### config.mk
export PLATFORM = sky130hd
export DESIGN_NAME = instr_prefetch_queue
export DESIGN_NICKNAME = d
export VERILOG_FILES = /design/src/rtl/instr_prefetch_queue.sv
export SDC_FILE = /design/constraint.sdc
export NUM_CORES = 1
export LEC_CHECK = 0
export CAP_MARGIN = 10
export CORE_UTILIZATION = 55
export DETAILED_ROUTE_END_ITERATION = 7
export PLACE_DENSITY = 0.79
export SETUP_SLACK_MARGIN = 0.15
export SLEW_MARGIN = 30
export SYNTH_ARGS = -nofsm -noshare
export SYNTH_HDL_FRONTEND = slang
export SYNTH_SLANG_ARGS = --single-unit
### constraint.sdc
create_clock -name clk_i -period 6.6 [get_ports clk_i]
set_input_delay 1.32 -clock clk_i [delete_from_list [all_inputs] [get_ports clk_i]]
set_output_delay 1.32 -clock clk_i [all_outputs]
set_load 0.03 [all_outputs]
### src/rtl/instr_prefetch_queue.sv
// Instruction prefetch queue: single-outstanding req/ack fetcher feeding a small FIFO
// whose head word and address drive the control unit's instruction input.
module instr_prefetch_queue #(
  parameter int DEPTH = 4,
  parameter int AW    = 16
) (
  input  logic                         clk_i,
  input  logic                         r_i,
  input  logic                         pc_load_i,
  input  logic [AW-1:0]                pc_value_i,
  output logic                         mem_req_o,
  output logic [AW-1:0]                mem_addr_o,
  input  logic                         mem_ack_i,
  input  logic [15:0]                  mem_data_i,
  output logic [15:0]                  instr_o,
  output logic [AW-1:0]                instr_pc_o,
  output logic                         instr_valid_o,
  input  logic                         instr_take_i,
  output logic [$clog2(DEPTH+1)-1:0]   level_o
);

  localparam int CW = $clog2(DEPTH + 1);
  localparam int PW = $clog2(DEPTH);
  localparam logic [CW-1:0] FULL = CW'(DEPTH);

  typedef enum logic [1:0] {
    S_IDLE,
    S_FETCH,
    S_DISCARD
  } state_e;

  state_e          state_q, state_d;
  logic [AW-1:0]   fetch_addr_q, fetch_addr_d;
  logic [AW-1:0]   disc_addr_q, disc_addr_d;
  logic [CW-1:0]   count_q, count_d;
  logic [PW-1:0]   rd_ptr_q, rd_ptr_d;
  logic [PW-1:0]   wr_ptr_q, wr_ptr_d;
  logic [15:0]     data_mem_q [DEPTH];
  logic [AW-1:0]   addr_mem_q [DEPTH];
  logic            push, pop;

  always_comb begin
    state_d      = state_q;
    fetch_addr_d = fetch_addr_q;
    disc_addr_d  = disc_addr_q;
    count_d      = count_q;
    rd_ptr_d     = rd_ptr_q;
    wr_ptr_d     = wr_ptr_q;
    push         = 1'b0;
    pop          = 1'b0;

    if (pc_load_i) begin
      count_d      = '0;
      rd_ptr_d     = '0;
      wr_ptr_d     = '0;
      fetch_addr_d = pc_value_i;
      unique case (state_q)
        S_IDLE: state_d = S_FETCH;
        S_FETCH: begin
          // An unacked request must complete before the new address goes out.
          if (!mem_ack_i) begin
            state_d     = S_DISCARD;
            disc_addr_d = fetch_addr_q;
          end
        end
        S_DISCARD: if (mem_ack_i) state_d = S_FETCH;
        default: state_d = S_IDLE;
      endcase
    end else begin
      pop  = instr_take_i && (count_q != '0);
      push = (state_q == S_FETCH) && mem_ack_i;
      if (push) begin
        wr_ptr_d     = wr_ptr_q + PW'(1);
        fetch_addr_d = fetch_addr_q + AW'(1);
      end
      if (pop) rd_ptr_d = rd_ptr_q + PW'(1);
      count_d = count_q + CW'(push) - CW'(pop);
      unique case (state_q)
        // A pop while full frees a slot, so fetching resumes straight away.
        S_IDLE:    if (count_d < FULL) state_d = S_FETCH;
        S_FETCH:   if (push && (count_d == FULL)) state_d = S_IDLE;
        S_DISCARD: if (mem_ack_i) state_d = S_FETCH;
        default:   state_d = S_IDLE;
      endcase
    end
  end

  always_ff @(posedge clk_i) begin
    if (!r_i) begin
      state_q      <= S_IDLE;
      fetch_addr_q <= '0;
      disc_addr_q  <= '0;
      count_q      <= '0;
      rd_ptr_q     <= '0;
      wr_ptr_q     <= '0;
    end else begin
      state_q      <= state_d;
      fetch_addr_q <= fetch_addr_d;
      disc_addr_q  <= disc_addr_d;
      count_q      <= count_d;
      rd_ptr_q     <= rd_ptr_d;
      wr_ptr_q     <= wr_ptr_d;
    end
  end

  // Storage needs no reset: reads are masked by the entry count.
  always_ff @(posedge clk_i) begin
    if (r_i && push) begin
      data_mem_q[wr_ptr_q] <= mem_data_i;
      addr_mem_q[wr_ptr_q] <= fetch_addr_q;
    end
  end

  assign mem_req_o     = (state_q != S_IDLE);
  assign mem_addr_o    = (state_q == S_DISCARD) ? disc_addr_q : fetch_addr_q;
  assign instr_valid_o = (count_q != '0);
  assign instr_o       = instr_valid_o ? data_mem_q[rd_ptr_q] : 16'h0000;
  assign instr_pc_o    = instr_valid_o ? addr_mem_q[rd_ptr_q] : '0;
  assign level_o       = count_q;

endmodule

==> results of run 1 <==
[Yosys cell counts, drive strengths merged (2+ instances only)]
library cell    n  area, µm²
clkbuf         23       87.6
nand3           9       45.0
or4             5       41.3
nor3b           2       15.0
nand2          39        146
edfxtp        128       3840
dfxtp          43        861
mux4           32        721
xor2            4       35.0
or3             2       12.5
nand4b          2       17.5
nor2           13       48.8
buf             6       27.5
nand4           4       40.0
a21boi         16        120
nor4            5       31.3
a211oi          3       22.5
and3            2       12.5
mux2i           2       20.0
a21oi           9       45.0
ha              7       87.6
nand2b          3       18.8
inv            10       37.5
and2           41        257
xnor2          11       96.3
nor3            5       25.0
o21ai          16       80.1
mux2           16        180
[per-layer routing]
metal / vias to the layer above / GRT usage [%] / share of wire (%)
li1: 1917 / - / -
met1: 2039 / 28.6 / 42
met2: 159 / 36.7 / 50
met3: 18 / 4.43 / 5.5
met4: 0 / 8.23 / 1.6
met5: - / 0 / 0
[registers in the layout (all words and copies together), names as in the netlist, named ones only]
signal        flops
fetch_addr_q     16
wr_ptr_q          2
addr_mem_q       64
rd_ptr_q          2
state_q           2
level_o           3
disc_addr_q      16
data_mem_q       64
[power by group through the flow]
stage          Sequential, W  Clock (W)  Combinational, W
2_1_floorplan        0.00121          0          0.000149
3_3_place_gp         0.00122          0          0.000242
3_5_place_dp         0.00122          0          0.000244
4_1_cts              0.00120   0.000886          0.000246
5_1_grt              0.00120   0.000934          0.000261
6_report             0.00120   0.000877          0.000243
[kinds of logic after synthesis]
logic type	synth area share, %
flops	66.6
simple gates	10.6
mux	13.0
compound gates	4.15
buf+inv	2.16
xor+xnor	1.86
fa+ha+maj	1.52
[critical path, delay by kind of cell (launching register included)]
kind	cells	cell delay, ps
buffers and inverters	2	1100
muxes	1	610
and+or+nand+nor	1	180
DFF	1	310
[layout make-up]
class                      count  share of cell area, %
sequential                   171                   54.6
multi-input combinational    257                   25.6
timing repair buffer          96                   10.9
clock buffer                  19                   5.02
tap                          172                   2.50
clock inverter                12                  0.958
inverter                      10                  0.436
[through the flow]
stage	utilization [%]	instance area, µm²
floorplan	-	7060
global placement	64.5	8100
detailed placement	64.5	8110
CTS	68.6	8620
global route	68.6	8620
finish	68.6	8620
[worst max-delay path by stage]
stage / from / to / depth (start not counted)
after floorplan: mem_ack_i / state_q[0]$_SDFFE_PN0P_ / 11
after global placement: mem_ack_i / state_q[0]$_SDFFE_PN0P_ / 10
after detailed placement: mem_ack_i / state_q[0]$_SDFFE_PN0P_ / 10
after CTS: flip-flop / instr_pc_o[7] / 4
after global routing: flip-flop / instr_pc_o[14] / 4
final: flip-flop / instr_pc_o[7] / 4
==> flow_metrics.py, run 1 <==
metrics = {
    "floorplan": {
        "std_cell_rows": 41,
        "coreArea_mm2": 0.0126,
        "ioPinCount": 90,
        "initial_core_util_pct": 56.2,
        "dieArea_mm2": 0.0133,
        "die_w_um": 115,
        "die_y_um": 115,
    },
    "placement": {
        "dp_worst_setup_slack_ps": 2320,
        "globalplace.congestion": 0.831,
        "dp_hpwl_um": 8390,
        "placed_cells": 706,
        "port_buffers": 89,
    },
    "grt": {
        "grt_remaining_overflow": 0,
        "grt_use_total_pct": 21.9,
        "antenna_found_initial": 0,
        "grt_max_degree": 37,
        "grt_pass1_vias": 4235,
        "grt_pass1_wl_um": 21500,
    },
    "worst_hold_path": {
        "hold_end": "disc_addr_q[2]$_SDFFE_PN0P_",
        "holdCritStartpoint": "disc_addr_q[2]$_SDFFE_PN0P_",
        "min-delay-path-class": "reg2reg",
        "worst_hold_path.num_cells": 2,
    },
    "status": {
        "outcome": "complete, no violations",
    },
    "drt": {
        "wire_per_inst_um": 18.2,
        "drt_iter0_markers": 260,
        "vias": 4133,
        "viasPerCell": 5.61,
        "drc": 0,
        "first_pass_iters": 5,
        "detail-route-antenna-nets": 0,
        "wirelength_um": 13400,
    },
    "clock_network": {
        "cts_hold_buf": 0,
        "htree_levels": 4,
        "cts.repair.resized": 0,
        "clk_latency_ps": 420,
        "path_clk_slew_ps": 60,
        "cts_tree": "done",
        "cts_inserted_buffers": 17,
        "cts.sinks": 171,
        "cts_setup_buffers": 0,
        "clockBufferDepth": 2,
        "clock-root-buffer": "clkbuf_16",
    },
    "power_and_ir_drop": {
        "combinationalPowerShare_pct": 10.5,
        "ir_drop_mv": 0.171,
        "p_clk_share_pct": 37.8,
        "seq_power_share_pct": 51.8,
        "switchingPower_w": 0.000530,
        "p_leak_nw": 2.82,
        "p_int_w": 0.00179,
        "powerDensity_mw_per_mm2": 269,
        "finalPower_w": 0.00232,
        "switching_share_pct": 22.8,
    },
    "critical_path": {
        "reg2regPathDepth": 10,
        "cp_max_fo": 32,
        "crit_path_cell_trace": "buf_4, mux4_2, and2_1, clkdlybuf4s50_1",
        "critPathLaunchType": "flip-flop",
        "end_kind": "primary output",
        "rrSetupSlack_ps": 3450,
        "r2r-start": "level_o[2]$_SDFF_PP0_",
        "path_class": "reg2out",
        "critPathRequiredTime_ps": 5280,
        "cpMaxStageDelayCell": "mux4_2",
        "critPathMaxStageDelay_ps": 610,
        "r2r-end": "state_q[0]$_SDFFE_PN0P_",
        "arrival_ps": 2620,
    },
    "timing": {
        "grt_setup_unrepaired": "false",
        "fin_setup_tns_ps": 0,
        "skew_ps": 6.45,
        "slew_headroom_pct": 46.8,
        "drv_slew": 0,
        "layout_min_cycle_time_ps": 3940,
        "setup_viol": 0,
        "post-route-period-util_pct": 59.7,
        "tightest_slew_ps": 798,
        "hold_viol_final": 0,
        "finalWorstSetupSlack_ps": 2660,
        "max_freq_mhz": 254,
        "hold_ws_ps": 466,
    },
    "synth": {
        "synth_cell_types": 41,
        "synth_ff_type": "edfxtp_1",
        "yosys_warnings": 0,
        "async_reset_ff_share_pct": 0,
        "synth_edf_count": 128,
        "synth_area_mm2": 0.00706,
        "ys_seq_elements": 171,
        "ys_seq_area_share_pct": 66.6,
        "synth_fp_nets": 512,
        "synth_area_per_cell_um2": 15.1,
        "syn-instance-count": 467,
    },
    "finish": {
        "finalNonFillerCells": 737,
        "nets": 598,
        "area_delta_synth_final_pct": 22.0,
        "mostFrequentLayoutCell": "edfxtp_1",
        "n_fill_cell": 846,
        "final_cell_mix": "128 x edfxtp_1, 88 x clkdlybuf4s50_1, 42 x dfxtp_1",
        "drive_above_1_share_pct": 15.2,
        "regArea_mm2": 0.00471,
        "multi_input_area_mm2": 0.00220,
        "n_antenna_cell": 0,
    },
    "job": {
        "maxCapViolations": 0,
    },
}
Note: power is estimated with default switching activity, not from simulation.
==> run 2: changes to the inputs <==
--- a/config.mk
+++ b/config.mk
@@ -6,9 +6,9 @@
 export NUM_CORES = 1
 export LEC_CHECK = 0
 export CAP_MARGIN = 10
-export CORE_UTILIZATION = 55
+export CORE_UTILIZATION = 50
 export DETAILED_ROUTE_END_ITERATION = 7
-export PLACE_DENSITY = 0.79
+export PLACE_DENSITY = 0.76
 export SETUP_SLACK_MARGIN = 0.15
 export SLEW_MARGIN = 30
 export SYNTH_ARGS = -nofsm -noshare
==> constraint.sdc (replaced) <==
create_clock -name clk_i -period 3.3 [get_ports clk_i]
set_input_delay 0.66 -clock clk_i [delete_from_list [all_inputs] [get_ports clk_i]]
set_output_delay 0.66 -clock clk_i [all_outputs]
set_load 0.03 [all_outputs]
==> flow_metrics.py, run 2 (synthesized netlist as in run 1, its figures left out) <==
metrics = {
    "status": {
        "outcome": "complete, no violations",
    },
    "drt": {
        "drc": 0,
        "viasPerCell": 5.46,
        "drt_iter0_markers": 256,
        "first_pass_iters": 4,
        "detail-route-antenna-nets": 0,
        "vias": 4122,
        "wire_per_inst_um": 18.1,
        "wirelength_um": 13700,
    },
    "critical_path": {
        "critPathLaunchType": "flip-flop",
        "critPathRequiredTime_ps": 2640,
        "cpMaxStageDelayCell": "clkdlybuf4s50_1",
        "arrival_ps": 2380,
        "critPathMaxStageDelay_ps": 620,
        "cp_max_fo": 14,
        "end_kind": "primary output",
        "r2r-end": "state_q[0]$_SDFFE_PN0P_",
        "reg2regPathDepth": 10,
        "path_class": "reg2out",
        "rrSetupSlack_ps": 630,
        "crit_path_cell_trace": "buf_12, mux4_2, and2_1, clkdlybuf4s50_1",
        "r2r-start": "level_o[2]$_SDFF_PP0_",
    },
    "worst_hold_path": {
        "min-delay-path-class": "reg2reg",
        "hold_end": "disc_addr_q[13]$_SDFFE_PN0P_",
        "worst_hold_path.num_cells": 2,
        "holdCritStartpoint": "disc_addr_q[13]$_SDFFE_PN0P_",
    },
    "clock_network": {
        "path_clk_slew_ps": 60,
        "clock-root-buffer": "clkbuf_16",
        "clockBufferDepth": 2,
        "cts_tree": "done",
        "cts.sinks": 171,
        "clk_latency_ps": 410,
        "cts_inserted_buffers": 17,
        "cts_setup_buffers": 0,
        "cts_hold_buf": 0,
        "htree_levels": 4,
    },
    "grt": {
        "grt_remaining_overflow": 0,
        "grt_max_degree": 36,
        "grt_use_total_pct": 20.4,
        "grt_pass1_vias": 4273,
        "grt_pass1_wl_um": 22100,
        "antenna_found_initial": 0,
    },
    "timing": {
        "fin_setup_tns_ps": 0,
        "drv_slew": 0,
        "tightest_slew_ps": 552,
        "finalWorstSetupSlack_ps": 262,
        "layout_min_cycle_time_ps": 3040,
        "max_freq_mhz": 329,
        "skew_ps": 8.25,
        "setup_viol": 0,
        "grt_setup_unrepaired": "false",
        "hold_viol_final": 0,
        "slew_headroom_pct": 63.2,
        "post-route-period-util_pct": 92.1,
    },
    "power_and_ir_drop": {
        "p_leak_nw": 2.90,
        "powerDensity_mw_per_mm2": 541,
        "ir_drop_mv": 0.325,
    },
    "finish": {
        "n_fill_cell": 974,
        "final_cell_mix": "128 x edfxtp_1, 89 x clkdlybuf4s50_1, 42 x dfxtp_1",
        "n_antenna_cell": 0,
        "regArea_mm2": 0.00471,
        "area_delta_synth_final_pct": 24.9,
        "reg.largest.list": "addr_mem_q x64, data_mem_q x64",
        "finalNonFillerCells": 755,
        "drive_above_1_share_pct": 16.7,
        "final_cell_area_mm2": 0.00882,
        "nets": 607,
        "multi_input_area_mm2": 0.00220,
        "mostFrequentLayoutCell": "edfxtp_1",
    },
    "placement": {
        "placed_cells": 723,
        "dpl-instance-area_mm2": 0.00826,
        "dp_hpwl_um": 8460,
        "globalplace.congestion": 0.816,
        "dp_worst_setup_slack_ps": 284,
        "port_buffers": 89,
    },
    "job": {
        "maxCapViolations": 0,
    },
    "floorplan": {
        "die_y_um": 121,
        "coreArea_mm2": 0.0138,
        "ioPinCount": 90,
        "dieArea_mm2": 0.0146,
        "initial_core_util_pct": 51.1,
        "std_cell_rows": 43,
        "die_w_um": 121,
    },
}
==> run 2: metrics by stage <==
step / hold slack [ps] / power (W) / utilization [%]
after CTS: 462 / 0.00480 / 63.8
after detailed placement: 453 / 0.00295 / 59.7
after floorplan: 441 / 0.00272 / -
after global routing: 494 / 0.00493 / 63.8
after global placement: 448 / 0.00294 / 59.7
final: 461 / 0.00477 / 63.8
==> run 2: repair_timing <==
item                                    4_1_cts  5_1_grt
endpoints found under the setup margin       14        0
resized for setup                             1        0
endpoints found under the hold margin         0        0
==> run 2: worst max-delay path, delay by kind of cell, from the launching register on <==
kind          cells  cell delay [ps]
buf+inv           2              820
simple gates      1              170
flops             1              470
mux               1              500
==> run 2: how the worst max path moves through the flow <==
stage,start,endpoint,slack [ps],depth (start not counted)
after floorplan,mem_ack_i,state_q[0]$_SDFFE_PN0P_,480,11
after global placement,mem_ack_i,state_q[0]$_SDFFE_PN0P_,350,10
after detailed placement,mem_ack_i,state_q[0]$_SDFFE_PN0P_,280,10
after CTS,flip-flop,instr_pc_o[12],220,4
after global routing,flip-flop,instr_pc_o[12],160,4
final,flip-flop,instr_pc_o[12],260,4
==> run 2: power breakdown <==
part | total (W) | switching (W) | leakage, nW | internal, W
Clock | 0.00186 | 0.000764 | 0.272 | 0.00110
Combinational | 0.000505 | 0.000269 | 1.12 | 0.000236
Sequential | 0.00240 | 0.0000543 | 1.52 | 0.00235
==> run 2: area by class of cell <==
class                      instances  area share, %
clock inverter                    15           1.49
sequential                       171           53.4
multi-input combinational        257           25.0
inverter                          10          0.426
timing repair buffer             105           12.3
clock buffer                      17           4.83
tap                              180           2.55
==> run 2: per-layer routing <==
layer | track usage (%) | up-vias | share of wire [%]
li1 | - | 1938 | -
met1 | 27.2 | 2034 | 44
met2 | 33.2 | 136 | 50
met3 | 5.38 | 14 | 5.3
met4 | 5.71 | 0 | 0.97
met5 | 0 | - | 0
==> run 3: changes to the inputs <==
--- a/config.mk
+++ b/config.mk
@@ -8,7 +8,7 @@
 export CAP_MARGIN = 10
 export CORE_UTILIZATION = 50
 export DETAILED_ROUTE_END_ITERATION = 7
-export PLACE_DENSITY = 0.76
+export PLACE_DENSITY_LB_ADDON = 0.12
 export SETUP_SLACK_MARGIN = 0.15
 export SLEW_MARGIN = 30
 export SYNTH_ARGS = -nofsm -noshare
==> flow_metrics.py, run 3 (synthesized netlist as in run 1, its figures left out) <==
metrics = {
    "status": {
        "outcome": "complete, no violations",
    },
    "placement": {
        "dp_hpwl_um": 8550,
        "globalplace.congestion": 0.765,
        "dpl-instance-area_mm2": 0.00826,
        "port_buffers": 89,
    },
    "timing": {
        "slew_headroom_pct": 62.7,
        "layout_min_cycle_time_ps": 3030,
        "hold_viol_final": 0,
        "grt_setup_unrepaired": "false",
        "drv_slew": 0,
        "fin_setup_tns_ps": 0,
        "tightest_slew_ps": 559,
        "skew_ps": 6.46,
        "post-route-period-util_pct": 91.9,
        "setup_viol": 0,
        "max_freq_mhz": 330,
    },
    "critical_path": {
        "path_class": "reg2out",
        "cp_max_fo": 14,
        "end_kind": "primary output",
        "arrival_ps": 2370,
        "critPathRequiredTime_ps": 2640,
        "critPathLaunchType": "flip-flop",
    },
    "finish": {
        "reg.largest.list": "addr_mem_q x64, data_mem_q x64",
        "n_antenna_cell": 0,
        "final_cell_mix": "128 x edfxtp_1, 87 x clkdlybuf4s50_1, 42 x dfxtp_1",
        "n_fill_cell": 1054,
        "mostFrequentLayoutCell": "edfxtp_1",
        "final_cell_area_mm2": 0.00882,
        "area_delta_synth_final_pct": 24.9,
        "drive_above_1_share_pct": 17.6,
        "multi_input_area_mm2": 0.00221,
        "regArea_mm2": 0.00471,
        "nets": 606,
    },
    "floorplan": {
        "die_w_um": 121,
        "ioPinCount": 90,
        "die_y_um": 121,
        "std_cell_rows": 43,
        "initial_core_util_pct": 51.1,
        "dieArea_mm2": 0.0146,
        "coreArea_mm2": 0.0138,
    },
    "power_and_ir_drop": {
        "ir_drop_mv": 0.287,
        "combinationalPowerShare_pct": 10.6,
        "switching_share_pct": 22.5,
        "powerDensity_mw_per_mm2": 537,
        "p_leak_nw": 2.93,
        "seq_power_share_pct": 50.8,
        "switchingPower_w": 0.00106,
        "p_int_w": 0.00367,
        "p_clk_share_pct": 38.6,
    },
    "drt": {
        "wirelength_um": 13300,
        "first_pass_iters": 4,
        "drt_iter0_markers": 248,
        "detail-route-antenna-nets": 0,
        "wire_per_inst_um": 17.7,
        "viasPerCell": 5.42,
        "vias": 4090,
        "drc": 0,
    },
    "grt": {
        "grt_pass1_vias": 4298,
        "grt_remaining_overflow": 0,
        "antenna_found_initial": 0,
        "grt_use_total_pct": 20.1,
        "grt_pass1_wl_um": 21700,
        "grt_max_degree": 36,
    },
    "clock_network": {
        "htree_levels": 4,
        "cts_inserted_buffers": 17,
        "path_clk_slew_ps": 60,
        "clk_latency_ps": 420,
        "clock-root-buffer": "clkbuf_16",
        "cts_hold_buf": 0,
        "cts.sinks": 171,
        "clockBufferDepth": 2,
        "cts_tree": "done",
        "cts_setup_buffers": 0,
    },
    "job": {
        "maxCapViolations": 0,
    },
    "worst_hold_path": {
        "min-delay-path-class": "reg2reg",
    },
}
==> run 3: changes by cell type in the layout (fill, tap and decap cells not counted), sizes merged <==
cell and delta:
clkinv -4, inv -1, dlymetal6s2s +1, bufinv -1
clkbuf +6, clkdlybuf4s50 -2
==> run 3: worst max-delay path: stages (launching register included) <==
cell and delay, ps:
dfxtp_4 460, buf_12 200, mux4_2 510, and2_1 180, clkdlybuf4s50_1 600
==> run 3: cell type report <==
class	count	area share, %
repair buffers	104	12.4
multi-input cells	257	25.0
well taps	180	2.55
clock buffers	23	5.42
clock inverters	9	0.795
flip-flops and latches	171	53.4
inverters	10	0.426
==> run 3: final timing paths <==
check	start	endpoint	slack (ps)	depth (start not counted)
worst min-delay path	disc_addr_q[6]$_SDFFE_PN0P_	disc_addr_q[6]$_SDFFE_PN0P_	460	2
worst min register to register	disc_addr_q[6]$_SDFFE_PN0P_	disc_addr_q[6]$_SDFFE_PN0P_	460	2
worst max register to register	level_o[2]$_SDFF_PP0_	state_q[0]$_SDFFE_PN0P_	580	10
worst max-delay path	flip-flop	instr_pc_o[14]	270	4
==> run 3: repair_timing <==
action                     4_1_cts  5_1_grt
gates cloned                     0        0
resized for setup                1        1
setup endpoints to repair       14        1
==> run 3: layer usage <==
layer / global-route usage [%] / vias to the layer above / part of all wire, %
met3: 4.43 / 14 / 3.6
met4: 7.10 / 0 / 1.3
met5: 0 / - / 0
li1: - / 1941 / -
met2: 35.0 / 100 / 52
met1: 24.5 / 2035 / 43
==> run 3: power groups by stage <==
stage	sequential (W)	clock, W	combinational [W]
6_report	0.00240	0.00183	0.000502
5_1_grt	0.00241	0.00195	0.000538
4_1_cts	0.00240	0.00187	0.000509
3_5_place_dp	0.00245	0	0.000507
3_3_place_gp	0.00244	0	0.000501
2_1_floorplan	0.00243	0	0.000297
==> run 3: metrics by stage <==
| step | total power (W) | hold WS, ps | utilization [%] | setup slack (ps) | std cells |
|---|---|---|---|---|---|
| final | 0.00473 | 460 | 63.8 | 267 | 754 |
| after global routing | 0.00489 | 485 | 63.8 | 163 | 754 |
| after CTS | 0.00478 | 464 | 63.7 | 199 | 754 |
| after detailed placement | 0.00296 | 455 | 59.8 | 166 | 722 |
| after global placement | 0.00295 | 448 | 59.8 | 331 | 722 |
| after floorplan | 0.00272 | 441 | - | 478 | 467 |
